==> src/rtl/fpu_result_retire_pkg.sv <==
// Shared FP16 retire-stage types: fp16 value, condition codes, per-op status
// flags, the packet carried through the retire buffer, and a NaN test helper.
package fpu_result_retire_pkg;

    localparam int unsigned FP16_EXPW  = 5;
    localparam int unsigned FP16_FRACW = 10;
    localparam int unsigned FP16_W     = 1 + FP16_EXPW + FP16_FRACW;

    // Quiet NaN with only the top fraction bit set.
    localparam logic [FP16_W-1:0] FP16_CANON_NAN = 16'h7E00;

    typedef struct packed {
        logic                  sign;
        logic [FP16_EXPW-1:0]  exp;
        logic [FP16_FRACW-1:0] frac;
    } fp16_t;

    typedef struct packed {
        logic z;
        logic c;
        logic n;
        logic v;
    } condCode_t;

    typedef struct packed {
        logic invalid;
        logic div_zero;
        logic overflow;
        logic underflow;
        logic inexact;
    } opStatusFlag_t;

    typedef struct packed {
        fp16_t         result;
        condCode_t     cond_codes;
        opStatusFlag_t flags;
    } fpuResultPkt_t;

    // All-ones exponent with a non-zero fraction; infinities are excluded.
    function automatic logic is_nan(input fp16_t value);
        return (value.exp == '1) && (value.frac != '0);
    endfunction

endpackage

==> src/rtl/fpu_result_fifo.sv <==
// Two-entry elastic buffer for result packets.
// Ports:
//   clock, reset            : clock and synchronous active-high reset
//   push_valid/push_ready   : upstream handshake (push_ready registered)
//   push_pkt                : incoming packet
//   pop_valid/pop_ready     : downstream handshake (pop_valid registered)
//   pop_pkt                 : head packet, all-zero when empty
module fpu_result_fifo
    import fpu_result_retire_pkg::*;
#(
    parameter int unsigned DEPTH = 2
) (
    input  logic          clock,
    input  logic          reset,
    input  logic          push_valid,
    output logic          push_ready,
    input  fpuResultPkt_t push_pkt,
    output logic          pop_valid,
    input  logic          pop_ready,
    output fpuResultPkt_t pop_pkt
);

    localparam int unsigned CNT_W = 2;

    logic [CNT_W-1:0] count_q;
    logic [CNT_W-1:0] count_d;
    fpuResultPkt_t    head_q;
    fpuResultPkt_t    head_d;
    fpuResultPkt_t    tail_q;
    fpuResultPkt_t    tail_d;
    logic             ready_q;
    logic             valid_q;
    logic             push;
    logic             pop;

    assign push = push_valid && ready_q;
    assign pop  = valid_q && pop_ready;

    // Head always holds the oldest entry; tail only holds the second one.
    // Vacated slots are zeroed so an empty buffer presents no stale data.
    always_comb begin
        count_d = count_q;
        head_d  = head_q;
        tail_d  = tail_q;
        case (count_q)
            CNT_W'(0): begin
                if (push) begin
                    head_d  = push_pkt;
                    count_d = CNT_W'(1);
                end
            end
            CNT_W'(1): begin
                if (push && pop) begin
                    head_d = push_pkt;
                end else if (push) begin
                    tail_d  = push_pkt;
                    count_d = CNT_W'(2);
                end else if (pop) begin
                    head_d  = '0;
                    count_d = CNT_W'(0);
                end
            end
            default: begin
                if (pop) begin
                    head_d  = tail_q;
                    tail_d  = '0;
                    count_d = CNT_W'(1);
                end
            end
        endcase
    end

    // Storage plus registered handshake flags derived from next occupancy.
    always_ff @(posedge clock) begin
        if (reset) begin
            count_q <= '0;
            head_q  <= '0;
            tail_q  <= '0;
            ready_q <= 1'b1;
            valid_q <= 1'b0;
        end else begin
            count_q <= count_d;
            head_q  <= head_d;
            tail_q  <= tail_d;
            ready_q <= (count_d != CNT_W'(DEPTH));
            valid_q <= (count_d != CNT_W'(0));
        end
    end

    assign push_ready = ready_q;
    assign pop_valid  = valid_q;
    assign pop_pkt    = head_q;

endmodule

==> src/rtl/fpu_result_retire.sv <==
// Retire stage for the FP16 add/sub datapath: buffers results, optionally
// canonicalises NaNs, and keeps sticky flags, last condition codes and a
// retire counter.
// Ports:
//   clock, reset                   : clock and synchronous active-high reset
//   inValid/inReady                : upstream handshake
//   inResult/inCondCodes/inFlags   : incoming result packet
//   outValid/outReady              : writeback handshake
//   outResult/outCondCodes/outFlags: head packet (NaN canonicalised)
//   stickyFlags                    : OR of retired flags since clear/reset
//   lastCondCodes                  : codes of most recently retired op
//   clearSticky                    : clear stickyFlags
//   retireCount                    : retired-op counter, wraps
module fpu_result_retire
    import fpu_result_retire_pkg::*;
#(
    parameter int unsigned DEPTH     = 2,
    parameter bit          CANON_NAN = 1'b1,
    parameter int unsigned CNTW      = 16
) (
    input  logic            clock,
    input  logic            reset,
    input  logic            inValid,
    output logic            inReady,
    input  fp16_t           inResult,
    input  condCode_t       inCondCodes,
    input  opStatusFlag_t   inFlags,
    output logic            outValid,
    input  logic            outReady,
    output fp16_t           outResult,
    output condCode_t       outCondCodes,
    output opStatusFlag_t   outFlags,
    output opStatusFlag_t   stickyFlags,
    output condCode_t       lastCondCodes,
    input  logic            clearSticky,
    output logic [CNTW-1:0] retireCount
);

    fpuResultPkt_t in_pkt;
    fpuResultPkt_t head_pkt;
    logic          retire;
    opStatusFlag_t sticky_q;
    condCode_t     last_cc_q;
    logic [CNTW-1:0] count_q;

    always_comb begin
        in_pkt            = '0;
        in_pkt.result     = inResult;
        in_pkt.cond_codes = inCondCodes;
        in_pkt.flags      = inFlags;
    end

    fpu_result_fifo #(
        .DEPTH (DEPTH)
    ) u_fifo (
        .clock      (clock),
        .reset      (reset),
        .push_valid (inValid),
        .push_ready (inReady),
        .push_pkt   (in_pkt),
        .pop_valid  (outValid),
        .pop_ready  (outReady),
        .pop_pkt    (head_pkt)
    );

    assign retire = outValid && outReady;

    // Canonicalisation sits on the output mux; the stored packet is untouched.
    assign outResult    = (CANON_NAN && is_nan(head_pkt.result))
                          ? fp16_t'(FP16_CANON_NAN) : head_pkt.result;
    assign outCondCodes = head_pkt.cond_codes;
    assign outFlags     = head_pkt.flags;

    // Architectural state; a same-cycle clear happens before the retiring
    // op's flags are merged, so those flags survive the clear.
    always_ff @(posedge clock) begin
        if (reset) begin
            sticky_q  <= '0;
            last_cc_q <= '0;
            count_q   <= '0;
        end else begin
            if (clearSticky) begin
                sticky_q <= retire ? head_pkt.flags : opStatusFlag_t'('0);
            end else if (retire) begin
                sticky_q <= sticky_q | head_pkt.flags;
            end
            if (retire) begin
                last_cc_q <= head_pkt.cond_codes;
                count_q   <= count_q + CNTW'(1);
            end
        end
    end

    assign stickyFlags   = sticky_q;
    assign lastCondCodes = last_cc_q;
    assign retireCount   = count_q;

endmodule

==> config.mk <==
export PLATFORM = sky130hd
export DESIGN_NAME = fpu_result_retire
export DESIGN_NICKNAME = d
export VERILOG_FILES = /design/src/rtl/fpu_result_retire_pkg.sv /design/src/rtl/fpu_result_fifo.sv /design/src/rtl/fpu_result_retire.sv
export SDC_FILE = /design/constraint.sdc
export NUM_CORES = 1
export LEC_CHECK = 0
export ABC_CLOCK_PERIOD_IN_PS = 1500
export CAP_MARGIN = 5
export CORE_ASPECT_RATIO = 0.5
export CORE_MARGIN = 2
export CORE_UTILIZATION = 45
export DETAILED_ROUTE_END_ITERATION = 16
export MAX_ROUTING_LAYER = met4
export PLACE_DENSITY = 0.76
export SKIP_LAST_GASP = 1
export SLEW_MARGIN = 20
export SYNTH_ARGS = -nofsm -noshare
export SYNTH_HDL_FRONTEND = slang
export SYNTH_SLANG_ARGS = --single-unit
==> constraint.sdc <==
create_clock -name clock -period 1.5 [get_ports clock]
set_input_delay 0.15 -clock clock [delete_from_list [all_inputs] [get_ports clock]]
set_output_delay 0.15 -clock clock [all_outputs]
set_load 0.01 [all_outputs]
Yosys cells after proc, flatten, opt, wreduce, memory -nomap -nowiden --
Cells that the tools add are included.
Storage, ports and cells: register bits after elaboration 79, bits of input ports 30, output and inout bits 52
Operators by class: $add $sub $neg 1, eq/ne operators 8, muxes and demuxes 18, bitwise operators 2, reduce and logical (&&, ||, !) cells 12
Operator list (count):
- $mux W25 | 6
- $pmux W25 S2 | 2
- $add A16 B1 Y16 const B | 1
- $mux W16 | 1
- $mux W5 | 3
- $mux W2 | 5
- $reduce_bool A10 Y1 | 1
- $reduce_and A4 Y1 | 2
- $reduce_bool A2 Y1 | 3
- $eq A5 B5 Y1 const B | 1
- $or A5 B5 Y5 | 1
- $logic_and A1 B1 Y1 | 4
- $ne A2 B1 Y1 const B | 2
- $ne A2 B2 Y1 const B | 2
- $pmux W2 S2 | 1
- $ne A3 B2 Y1 const B | 1
- $ne A3 B3 Y1 const B | 1
- $reduce_bool A3 Y1 | 1
- $eq A2 B1 Y1 const B | 1
- $logic_not A2 Y1 | 1
- $not A1 Y1 | 1

Logic depth before layout (Yosys ltp) --
Gate-level depths: netlist of run 1.
depth after elaboration 6, mapped depth 6, depth with buffers taken out 4

By module --
A second synthesis of run 1 with hierarchy kept.
Unflattened totals: cell total of the unflattened synthesis 463, area total of the unflattened synthesis 3978.8 um2
Modules (own cells, without submodules):
- fpu_result_fifo | instances 1, cells each 320, area an instance 2803.9 um2, seq. area each 1081.0 um2
- fpu_result_retire | instances 1, cells each 143, area an instance 1174.9 um2, seq. area each 500.5 um2

Worst setup path before layout of run 1 --
No wires, ideal clock.
path type register to register, from reg u_fifo.count_q[0], to reg u_fifo.head_q (netlist bit u_fifo.pop_pkt[13]), library setup time 132 ps, arrival time 1327 ps, required time 1368 ps, slack 41 ps, stages on the path, launching flop included 7, path buffers 2, path through dfxtp_1 -> buf_4 -> nor2_4 -> mux2_4 -> buf_4 -> a221oi_2 -> nor3_1
On the way: cells in the longest elaborated chain, start to end 3
RTL lines:
- start: declaration | line fpu_result_fifo.sv:25 | logic [CNT_W-1:0] count_q;
- start signal: assignment | line fpu_result_fifo.sv:82 | count_q <= count_d;
- $eq A2 B1 Y1 or $logic_not A2 Y1 (tied branches) | line fpu_result_fifo.sv:45 | case (count_q)
- $ne A3 B3 Y1 (no line), or another cell as far along
- $reduce_and A4 Y1 (no line)
- end signal: assignment | line fpu_result_fifo.sv:77 | head_q <= '0;
- end signal: assignment | line fpu_result_fifo.sv:83 | head_q <= head_d;
- end: declaration | line fpu_result_fifo.sv:27 | fpuResultPkt_t head_q;
Several ways; a longest one is shown, not always the timed one. A chain may end at the register's enable or synchronous reset.

==> impl_metrics.tcl, run 1 <==
set metrics [dict create \
    finalWirelength_um 9530 \
    synth_enable_flop_cells 0 \
    fillers 564 \
    r2r_cells 5 \
    cts.sinks 79 \
    vias 3329 \
    netlist_area_um2 3570 \
    worstSetupPathType "reg -> out" \
    slew_viol_final 0 \
    synth_flop_cell "dfxtp_1" \
    grt_start_max_net_pins 33 \
    synth_top_area_share 0.444 \
    syn_inst 406 \
    max_cap_violations 0 \
    start_util 0.475 \
    antenna_found_initial 0 \
    finish.utilization 0.694 \
    htreeDepth 3 \
    slew_headroom 0.587 \
    worst_ep_required_time_ns 1.35 \
    gr-total-overflow 0 \
    avgSynthCellArea_um2 8.78 \
    end_kind "output port" \
    cp_slowest_cell "dfxtp_2" \
    final_common_cell "dfxtp_1" \
    ant_nets 0 \
    worst_pin_slew_ns 0.620 \
    ir_worst_vdd_uv 670 \
    hpwlAfterDp_um 6020 \
    hold_path.class "in -> reg" \
    violations "setup timing" \
    via_per_inst 5.35 \
    tritoncts "built" \
    numCtsBuffers 9 \
    dpl-instance-area_um2 4690 \
    grt_use_total 0.230 \
    cts_root_buffer "clkbuf_16" \
    finalSetupViolCount 7 \
    io_pins 82 \
    clkTransAtPathRegs_ns 0.06 \
    synthTopCellsByArea "dfxtp_1 (44%), a221oi_2 (8.4%), a21oi_1 (6.3%)" \
    status "finished, violations left" \
    start_kind "flip-flop" \
    first_pass_iters 4 \
    die_h_um 66.9 \
    fin_ws_ns -0.116 \
    seq_area_um2 1600 \
    grt_pass1_wl_um 14800 \
    fin_area_um2 5220 \
    io_buffer_count 81 \
    layout_common_cells "dfxtp_1 (68), clkdlybuf4s50_1 (55), a21oi_1 (45)" \
    remaining_drc_errors 0 \
    holdPathStages 2 \
    arrival_ns 1.47 \
    clock.fmax_mhz 619 \
    syn_to_final_growth_pct 46.3 \
    final_nets 540 \
    drive_gt1_frac 0.286 \
    synth_top_area_cell "dfxtp_1" \
    cts_buffer_depth 2 \
    rows 22 \
    setup_tns_ns -0.326 \
    synth-seq-cells 79 \
    rsz0062_at_grt "true" \
    synthArstFlopShare 0 \
    fp.dieW_um 130 \
    leakage_nw 2.18 \
    core_region_area_um2 7510 \
    grt_pass1_vias 3127 \
    drt_iter0_drc 229 \
    clkLatencyLatePin_ns 0.35 \
    p_per_area_nw_per_um2 1150 \
    final_hold_viol_count 0 \
    ys_types 40 \
    yosysWarnings 0 \
    design.die.area_um2 8700 \
    wl_per_cell_um 15.3 \
    fin_crit_sh 1.08 \
    skew_ns 0.00507 \
    fin_crit_ns 1.62 \
    synth_fp_nets 437 \
    insertedDiodeCount 0 \
    multi_input_area_um2 1830 \
    worst_path_largest_cell_delay_ns 0.34 \
    place.gp.congestion 0.828 \
    yosysSeqAreaShare 0.444 \
    crit_path_cell_trace "nor4_4 -> buf_4 -> a31o_4 -> and2_4 -> buf_6" \
    cp_max_fo 3 \
]
layout make-up:
| type | instances | area share |
|---|---|---|
| inverters | 1 | 0.000719 |
| repair buffers | 137 | 0.261 |
| well taps | 108 | 0.0259 |
| flip-flops and latches | 79 | 0.307 |
| clock buffers | 9 | 0.0432 |
| multi-input cells | 281 | 0.350 |
| clock inverters | 7 | 0.0122 |
metal layers:
| metal | wire length, µm | GRT usage | vias to the layer above | part of all wire |
|---|---|---|---|---|
| met5 | 0 | - | - | 0 |
| met2 | 4440 | 0.359 | 90 | 0.47 |
| met4 | 174 | 0.0833 | 0 | 0.018 |
| li1 | - | - | 1643 | - |
| met3 | 559 | 0.0699 | 20 | 0.059 |
| met1 | 4360 | 0.285 | 1576 | 0.46 |
final timing paths:
path	endpoint	slack (ns)	from
setup / recovery	outResult[15]	-0.12	u_fifo.pop_pkt[10]
hold reg to reg	lastCondCodes[3]	0.46	lastCondCodes[3]
setup reg to reg	u_fifo.pop_pkt[13]	-0.01	u_fifo.count_q[1]
hold / removal	stickyFlags[4]	0.30	reset
logic make-up (layout without fill, tap and decap cells):
kind of cell / count (synthesis) / after routing / synth area share
muxes: 3 / 4 / 0.0133
xor gates and xnor gates: 9 / 9 / 0.0221
buffers and inverters: 47 / 154 / 0.0751
DFF: 79 / 79 / 0.444
AOI/OAI and AO/OA: 82 / 82 / 0.189
adders and majority gates: 1 / 1 / 0.00351
and+or+nand+nor: 185 / 185 / 0.254
power by group:
part | internal, mW | switching [mW] | leakage [nW]
Clock | 1.16 | 0.959 | 0.136
Sequential | 2.24 | 0.116 | 0.648
Combinational | 0.794 | 0.731 | 1.40
state kept, by name (all words and copies together) (netlist names):
name / count
u_fifo.count_q: 2
u_fifo.tail_q: 25
u_fifo.pop_valid: 1
lastCondCodes: 4
stickyFlags: 5
u_fifo.push_ready: 1
u_fifo.pop_pkt: 25
retireCount: 16
synth_stat cells (all sizes together) (2+ instances only):
cell,number
nand3,32
xor2,8
nor2,42
nand2,43
a221oi,25
or3,7
clkbuf,17
buf,29
and4,3
nand4,7
nor3,27
nor2b,6
and2,13
a21oi,46
o21ai,6
dfxtp,79
mux2i,2
nor4,2
critical path, delay by kind of cell, from the launching register on:
| kind | cells | cell delay, ns |
|---|---|---|
| simple gates | 2 | 0.39 |
| flops | 1 | 0.34 |
| buf+inv | 2 | 0.24 |
| compound gates | 1 | 0.15 |
metrics by stage:
stage	setup slack (ns)	hold WS (ns)	cells	power [mW]
after floorplan	0.0414	0.302	406	3.13
after global routing	-0.173	0.345	622	6.25
final	-0.116	0.305	622	6.00
after CTS	-0.135	0.291	615	5.89
after detailed placement	-0.299	0.446	599	3.72
after global placement	-0.249	0.441	599	3.71
timing repair:
action,in CTS,in global routing
hold buffers,0,0
pin swaps,11,8
gates cloned,0,3
setup buffers,0,4
gates resized for setup,74,36
endpoints found under the setup margin,22,61
Note: power is estimated with default switching activity, not from simulation.
==> inputs of run 2 (changes only) <==
Settings changed: SETUP_SLACK_MARGIN set to 0.1.
==> run 2 against run 1 <==
Compared with the run above:
- the run still ends with setup timing left
- die area stayed put
- cell area is 16% higher
- sequential share of layout area is 4.1 points lower
- count of clock-buffer cells in the layout is 1 higher
- combinational power is 45% higher
- critical endpoint is now outResult[6]
- largest cell class unchanged
- largest power group is now the clock network
==> impl_metrics.tcl, run 2 (synthesized netlist as in run 1, its figures left out) <==
set metrics [dict create \
    worstHoldStart "reset" \
    wl_per_cell_um 24.8 \
    min_to "retireCount[0]" \
    place.gp.congestion 0.766 \
    clock.fmax_mhz 568 \
    io_buffer_count 81 \
    rows 22 \
    gr-total-overflow 0 \
    final_nets 563 \
    finalSetupViolCount 40 \
    core_region_area_um2 7510 \
    hpwlAfterDp_um 6090 \
    cp_max_fo 3 \
    status "finished, violations left" \
    internal-power_mw 4.97 \
    insertedDiodeCount 0 \
    timing.rr.start "u_fifo.count_q[1]" \
    tritoncts "built" \
    slew_headroom 0.489 \
    final_common_cell "dfxtp_1" \
    fin_crit_ns 1.76 \
    antenna_found_initial 0 \
    vias 4122 \
    max_cap_violations 0 \
    cts_buffer_depth 2 \
    worst_pin_slew_ns 0.766 \
    ir_worst_vdd_uv 620 \
    holdPathStages 2 \
    start_kind "flip-flop" \
    violations "setup timing" \
    final_hold_viol_count 0 \
    timing.rr.end "u_fifo.pop_pkt[18]" \
    p_clk_frac 0.354 \
    remaining_drc_errors 0 \
    seq_power_share 0.337 \
    fin_ws_ns -0.261 \
    cts.sinks 79 \
    p_per_area_nw_per_um2 1180 \
    fp.dieW_um 130 \
    start_util 0.475 \
    r2r_cells 8 \
    clkTransAtPathRegs_ns 0.06 \
    fin_crit_sh 1.17 \
    grt_pass1_vias 3455 \
    cts_root_buffer "clkbuf_16" \
    grt_pass1_wl_um 17400 \
    io_pins 82 \
    hold_path.class "in -> reg" \
    cp_slowest_cell "nor4_4" \
    numCtsBuffers 9 \
    p_sw_frac 0.306 \
    worst_ep_required_time_ns 1.35 \
    leakage_nw 2.50 \
    rsz0062_at_grt "true" \
    end_kind "output port" \
    ant_nets 0 \
    drt_iter0_drc 461 \
    holdWs_ns 0.375 \
    layout_common_cells "dfxtp_1 (64), buf_4 (42), clkdlybuf4s50_1 (34)" \
    die_h_um 66.9 \
    worst_path_largest_cell_delay_ns 0.41 \
    grt_use_total 0.275 \
    cp.buffers_inverters 1 \
    switchingPower_mw 2.19 \
    crit_family "simple AND/OR/NAND/NOR gates" \
    crit_path_cell_trace "nor4_4 -> a31o_4 -> and2_1 -> buf_2" \
    drive_gt1_frac 0.447 \
    slew_viol_final 0 \
    htreeDepth 3 \
    via_per_inst 6.41 \
    design.die.area_um2 8700 \
    clkLatencyLatePin_ns 0.35 \
    reg2reg_slack_ns -0.19 \
    arrival_ns 1.61 \
    grt_start_max_net_pins 30 \
    worstSetupPathType "reg -> out" \
    pre_cts_ws_ns -0.301 \
    p_comb_frac 0.310 \
    syn_to_final_growth_pct 70.1 \
    first_pass_iters 7 \
    finalWirelength_um 15900 \
    ctsHoldBuffers 0 \
    skew_ns 0.00499 \
]
[run 2: cell types whose count changed in the layout (fill, tap and decap cells not counted), sizes merged]
cell / before / now
clkbuf: 10 / 14
clkdlybuf4s50: 55 / 34
dlygate4sd2: 2 / 29
dlymetal6s2s: 12 / 6
clkinvlp: 2 / 0
a22o: 1 / 3
inv: 5 / 1
mux2: 2 / 4
bufinv: 0 / 3
buf: 67 / 83
[run 2: layer usage]
metal  global-route usage  vias up  share of wire
met3               0.0699      114          0.099
met4                0.124        0          0.061
met5                    -        -              0
li1                     -     1699              -
met1                0.321     1978           0.39
met2                0.455      331           0.45
[run 2: how the worst max path moves through the flow]
stage                     cells past startpoint               start            endpoint  slack, ns
final                                         4  u_fifo.pop_pkt[10]        outResult[6]      -0.26
after global routing                          4  u_fifo.pop_pkt[10]        outResult[6]      -0.26
after CTS                                     5  u_fifo.pop_pkt[19]        outResult[6]      -0.07
after detailed placement                      5            outReady     retireCount[13]      -0.30
after global placement                        5            outReady     retireCount[13]      -0.25
after floorplan                               6   u_fifo.count_q[1]  u_fifo.pop_pkt[13]       0.09
[run 2: power groups by stage]
| stage | sequential, mW | combinational, mW | clock [mW] |
|---|---|---|---|
| 6_report | 2.41 | 2.22 | 2.53 |
| 3_3_place_gp | 2.38 | 1.28 | 0 |
| 2_1_floorplan | 2.36 | 0.790 | 0 |
| 4_1_cts | 2.37 | 1.62 | 2.49 |
| 5_1_grt | 2.41 | 2.27 | 2.60 |
| 3_5_place_dp | 2.39 | 1.30 | 0 |
[run 2: final cells by class]
cell class / count / area (µm²)
multi-input cells: 285 / 2350
clock inverters: 4 / 95.1
clock buffers: 10 / 239
inverters: 1 / 3.75
fillers: 364 / 1450
well taps: 108 / 135
repair buffers: 156 / 1630
flip-flops and latches: 79 / 1610
[run 2: through the flow]
stage / utilization / total power [mW] / std cells / setup TNS (ns) / cell area (µm²)
after detailed placement: 0.618 / 3.68 / 592 / -14.63 / 4640
final: 0.807 / 7.16 / 643 / -2.42 / 6070
after floorplan: - / 3.15 / 406 / 0 / 3590
after CTS: 0.710 / 6.48 / 623 / -0.153 / 5340
after global placement: 0.618 / 3.67 / 592 / -13.04 / 4640
after global routing: 0.807 / 7.28 / 643 / -3.84 / 6070
[run 2: what timing repair did]
action	CTS	global route
resized for setup	138	120
setup buffers	11	17
cloned	6	8
pin swaps	24	45
endpoints found under the setup margin	95	76
==> inputs of run 3 (changes only) <==
Settings changed: GPL_ROUTABILITY_DRIVEN set to 0, HOLD_SLACK_MARGIN set to 0.1.
==> results of run 3 <==
The final DEF is identical to that of run 2; final timing and power are the same.
